===== src/rtl/lap_capture_reg.sv =====
// rtl/lap_capture_reg.sv - follow register / lap capture FIFO with valid-ready readout
//
// Purpose: in follow mode (mode = 0) q is a one-cycle registered copy of in.
// In capture mode (mode = 1) each cap strobe pushes in into a DEPTH-entry
// circular FIFO that a consumer drains through q / q_valid / q_ready.
//
// Ports:
//   clk      rising-edge clock
//   rst      asynchronous active-low reset
//   mode     0 = follow, 1 = capture
//   in       data to follow or capture
//   cap      capture strobe (capture mode only)
//   clr      synchronous clear of FIFO, ovf and follow register
//   q_ready  consumer accepts the head entry
//   q        follow value (mode 0) or FIFO head (mode 1, 0 when empty)
//   q_valid  FIFO head valid (mode 1 and not empty)
//   count    number of stored entries
//   full     count == DEPTH
//   empty    count == 0
//   ovf      sticky: a capture was dropped because the FIFO was full
module lap_capture_reg #(
    parameter int WIDTH = 8,
    parameter int DEPTH = 4
) (
    input  logic                       clk,
    input  logic                       rst,
    input  logic                       mode,
    input  logic [WIDTH-1:0]           in,
    input  logic                       cap,
    input  logic                       clr,
    input  logic                       q_ready,
    output logic [WIDTH-1:0]           q,
    output logic                       q_valid,
    output logic [$clog2(DEPTH+1)-1:0] count,
    output logic                       full,
    output logic                       empty,
    output logic                       ovf
);

    localparam int PW = $clog2(DEPTH);
    localparam int CW = $clog2(DEPTH + 1);

    logic [WIDTH-1:0] follow_q, follow_d;
    logic [PW-1:0]    rd_ptr_q, rd_ptr_d;
    logic [PW-1:0]    wr_ptr_q, wr_ptr_d;
    logic [CW-1:0]    count_q, count_d;
    logic             ovf_q, ovf_d;
    logic [WIDTH-1:0] mem_q [DEPTH];
    logic [WIDTH-1:0] mem_d [DEPTH];

    logic full_w;
    logic empty_w;
    logic do_pop;
    logic do_push;

    assign full_w  = (count_q == CW'(DEPTH));
    assign empty_w = (count_q == '0);

    // A pop is only possible from a non-empty FIFO, so an empty FIFO never
    // bypasses a same-cycle push to the consumer.
    assign do_pop  = mode && !empty_w && q_ready;
    // When full, a same-cycle pop frees the slot the push lands in.
    assign do_push = mode && cap && (!full_w || do_pop);

    always_comb begin
        follow_d = follow_q;
        rd_ptr_d = rd_ptr_q;
        wr_ptr_d = wr_ptr_q;
        count_d  = count_q;
        ovf_d    = ovf_q;
        mem_d    = mem_q;
        if (clr) begin
            follow_d = '0;
            rd_ptr_d = '0;
            wr_ptr_d = '0;
            count_d  = '0;
            ovf_d    = 1'b0;
        end else begin
            if (!mode) begin
                follow_d = in;
            end
            if (mode && cap && !do_push) begin
                ovf_d = 1'b1;
            end
            if (do_push) begin
                mem_d[wr_ptr_q] = in;
                wr_ptr_d        = wr_ptr_q + PW'(1);
            end
            if (do_pop) begin
                rd_ptr_d = rd_ptr_q + PW'(1);
            end
            case ({do_push, do_pop})
                2'b10:   count_d = count_q + CW'(1);
                2'b01:   count_d = count_q - CW'(1);
                default: count_d = count_q;
            endcase
        end
    end

    always_ff @(posedge clk or negedge rst) begin
        if (!rst) begin
            follow_q <= '0;
            rd_ptr_q <= '0;
            wr_ptr_q <= '0;
            count_q  <= '0;
            ovf_q    <= 1'b0;
        end else begin
            follow_q <= follow_d;
            rd_ptr_q <= rd_ptr_d;
            wr_ptr_q <= wr_ptr_d;
            count_q  <= count_d;
            ovf_q    <= ovf_d;
        end
    end

    // Storage contents are don't-care after reset, so the array has no reset.
    always_ff @(posedge clk) begin
        mem_q <= mem_d;
    end

    assign q_valid = mode && !empty_w;
    assign q       = mode ? (empty_w ? '0 : mem_q[rd_ptr_q]) : follow_q;
    assign count   = count_q;
    assign full    = full_w;
    assign empty   = empty_w;
    assign ovf     = ovf_q;

endmodule


===== config.mk =====
export PLATFORM = sky130hd
export DESIGN_NAME = lap_capture_reg
export DESIGN_NICKNAME = d
export VERILOG_FILES = /design/src/rtl/lap_capture_reg.sv
export SDC_FILE = /design/constraint.sdc
export NUM_CORES = 1
export LEC_CHECK = 0
export CORE_MARGIN = 3
export CORE_UTILIZATION = 49
export CTS_CLUSTER_SIZE = 24
export DETAILED_ROUTE_END_ITERATION = 7
export HOLD_SLACK_MARGIN = 0.06
export PLACE_DENSITY = 0.86
export SYNTH_ARGS = -nofsm -noshare
export SYNTH_HDL_FRONTEND = slang
export SYNTH_SLANG_ARGS = --single-unit

===== constraint.sdc =====
create_clock -name clk -period 2 [get_ports clk]
set_input_delay 0.4 -clock clk [delete_from_list [all_inputs] [get_ports clk]]
set_output_delay 0.4 -clock clk [all_outputs]
set_load 0.02 [all_outputs]

==> implementation parameters <==
Parameter                              Value

Global routing
  Initial antenna violation count    0
  Number of global-route vias before repair    1627
  Largest net degree at the start of global routing    18
  Overall routing resource usage    a little over a fifth
  Grt ovf    0
  Global-route wire length before repair    about 8300 µm

Logic synthesis
  Share of the yosys chip area belonging to registers    roughly 63%
  Portion of synthesized cell area occupied by the leading cell type    between 40% and 50%
  Average instance area after synthesis    about 15 µm²
  Yosys warning total    0
  Total nets after synthesis    166
  Largest area contributor in the synthesized netlist    edfxtp_1
  Area share of and/or/nand/nor cells after synthesis    a little under 9%
  Adder-cell share of the synthesized area    under 10%
  Number of synthesized register bits    48
  Synthesized netlist cell count    about 150
  Mux share of post-synthesis cell area    between 10% and 20%
  Combinational family with the most area after synthesis    multiplexers
  Synthesized cell area    about 2200 µm²
  Cells taking the most area after synthesis    edfxtp_1, dfrtp_1, mux4_2
  Post-synthesis xor/xnor area fraction    under 10%
  Synth Area in Compound Gates    just over 7%
  Number of unique standard cell types used by synthesis    between 40 and 50

Worst setup path
  Type of the worst setup path    flip-flop to primary output
  Critical path startpoint category    flip-flop
  WP data required    1600 ps
  Highest net fanout along the worst path    8
  Data arrival time of the critical path    approximately 1700 ps
  Critical Path Sink Type    primary output

Finish
  Net count of the finished layout    approximately 230
  Antenna Cells    0
  Fraction of final layout cells sized beyond drive strength 1    36.4%
  Most common cell after layout, fill and taps aside    buf_4
  Top library cells by usage in the layout, fill and taps aside    buf_4, edfxtp_1, nor2_1, dfrtp_1, clkdlybuf4s50_1
  Area delta synth->final    35.3%
  Non-filler cells in the finished layout    between 200 and 300

Clock tree
  Number of clock buffers inserted by TritonCTS    5
  Maximum number of buffers from clock root to sink    2
  Clk sinks    48
  Clock slew at the register clock pins of the worst setup and hold paths    ~90 ps
  Clk_lat worst skew    310 ps
  Master cell of the clock root buffer    clkbuf_8
  # hold bufs at CTS    0
  Number of levels in the clock H-tree    2
  CTS tree    built

Route
  DR vias/cell    5.72
  1st-iter DRT viols    around 160
  Number of nets with antenna violations after detailed routing    0
  Detailed-route via count    roughly 1500
  Final wirelength    5140 µm
  Number of design rule violations left after detail routing    0
  Number of search-and-repair iterations in the first detailed-routing pass    4
  Routed length per placed instance    approximately 20 µm

Timing
  Min Clock Period, post-route    2140 ps
  F_max    approximately 0.47 GHz
  Unrepaired setup endpoints after global routing    true
  Measured slew at the worst slew-check pin    about 470 ps
  Ratio of final minimum period to clock period    107%
  Setup TNS after final layout    -929 ps
  Setup WS post-layout    -141 ps
  Skew final    12.7 ps
  Worst slew margin relative to its limit    68.7%
  Fin. max-slew vios    0
  Final hold vios    0
  Final Setup Violations    9

Floorplan
  DIE AREA    ~5200 µm²
  Placement Rows    23
  Die outline width    72.4 µm
  IO Count    29
  Placeable core area    ~4000 µm²
  Initial core utilization    52.6%
  Die H    a little over 70 µm

Pwr
  Switch Pwr    0.540 mW
  Power, Total    2.30 mW
  Sequential cell fraction of total power    about 48%
  Internal power    approximately 1.8 mW
  Peak supply drop    approximately 620 µV
  Proportion of total power due to net switching    a little under a quarter
  Static leakage    between 1 and 1.5 nW
  Clk pwr share    around 37%
  Comb power frac    approximately 16%
  Power Dens Cells    between 700 and 800 nW/µm²

Hold path
  Path type of the worst min-delay path    input port to async pin

Outcome
  Failing checks    negative setup slack
  Status    finished with violations

Place
  Count of buffers from port buffering    28
  Final HPWL DP    approximately 3700 µm
  Total instance count after detailed placement    about 250
  Global placement routability congestion    about 0.86
  Setup slack at placement    -455 ps

Flow run
  Total of max-cap violations    0
final timing paths:
check	endpoint	start	slack (ps)	depth (start not counted)
setup / recovery	q[3]	rd_ptr_q[0]	-140	4
hold / removal	count[1]	rst	400	1
setup reg to reg	count[1]	count[1]	-60	7
hold reg to reg	ovf	ovf	530	2
max in group asynchronous	follow_q[1]	rst	1090	2
min in group clk	ovf	ovf	530	2
stage by stage:
step / hold WS [ps] / area [µm²] / util, %
2_1_floorplan: 104 / 2170 / -
3_3_place_gp: 498 / 2720 / 66.2
3_5_place_dp: 508 / 2720 / 66.2
4_1_cts: 410 / 2900 / 70.5
5_1_grt: 421 / 2930 / 71.1
6_report: 404 / 2930 / 71.1
sequential cells by signal (all words and copies together) (netlist names):
signal	flops
follow_q	8
ovf	1
count	3
mem_q	32
rd_ptr_q	2
wr_ptr_q	2
metal layers:
layer | global-route usage [%] | share of wire [%] | vias to the layer above | wire length [µm]
li1 | - | - | 671 | -
met2 | 37.3 | 55 | 41 | 2810
met4 | 8.61 | 2.0 | 0 | 102
met3 | 5.40 | 3.6 | 10 | 183
met5 | 0 | 0 | - | 0
met1 | 25.9 | 40 | 760 | 2040
worst max-delay path: stages, from the launching register on:
cell and delay [ps]:
dfrtp_1 400, buf_12 160, mux4_2 520, a22o_1 220, buf_6 140
repair_timing:
item / CTS / global route
pin swaps: 11 / 3
setup buffers: 3 / 1
resized for setup: 64 / 7
endpoints found under the setup margin: 13 / 13
Yosys cell counts, drive strengths merged:
master and count:
nor2b 1, ha 4, nor4b 1, mux4 8
mux2i 8, a22o 8, nor3 2, fa 1
clkinv 2, a2111oi 1, nand2b 1, mux2 1
a31oi 1, or3 1, nand4 2, a21oi 3
nand2 4, nor2 16, nor4 1, inv 5
dfrtp 16, nor3b 1, o41ai 1, nand3 2
a41oi 1, buf 7, o21ai 4, xor2 2
and2 4, edfxtp 32, o32a 1, a211oi 1
clkbuf 2, xnor2 2
power groups by stage:
stage,clock (mW),sequential (mW),combinational [mW]
after detailed placement,0,1.12,0.334
after CTS,0.852,1.10,0.353
final,0.846,1.10,0.356
after floorplan,0,1.13,0.161
after global routing,0.906,1.10,0.378
after global placement,0,1.12,0.316
logic make-up (layout without fill, tap and decap cells):
| logic type | count (synthesis) | count (layout) |
|---|---|---|
| adders and majority gates | 5 | 5 |
| DFF | 48 | 48 |
| buffers and inverters | 16 | 78 |
| and+or+nand+nor | 36 | 36 |
| AOI/OAI and AO/OA | 21 | 21 |
| xor gates and xnor gates | 4 | 4 |
| muxes | 17 | 17 |
cell type report:
| class | instances | area [µm²] |
|---|---|---|
| Timing Repair Buffer | 63 | 573 |
| Tap cell | 50 | 62.6 |
| Multi-Input combinational cell | 83 | 758 |
| Clock inverter | 3 | 68.8 |
| Clock buffer | 5 | 68.8 |
| Fill cell | 248 | 1190 |
| Sequential cell | 48 | 1360 |
| Inverter | 7 | 33.8 |
No activity file was read; power rests on OpenSTA's default activity.
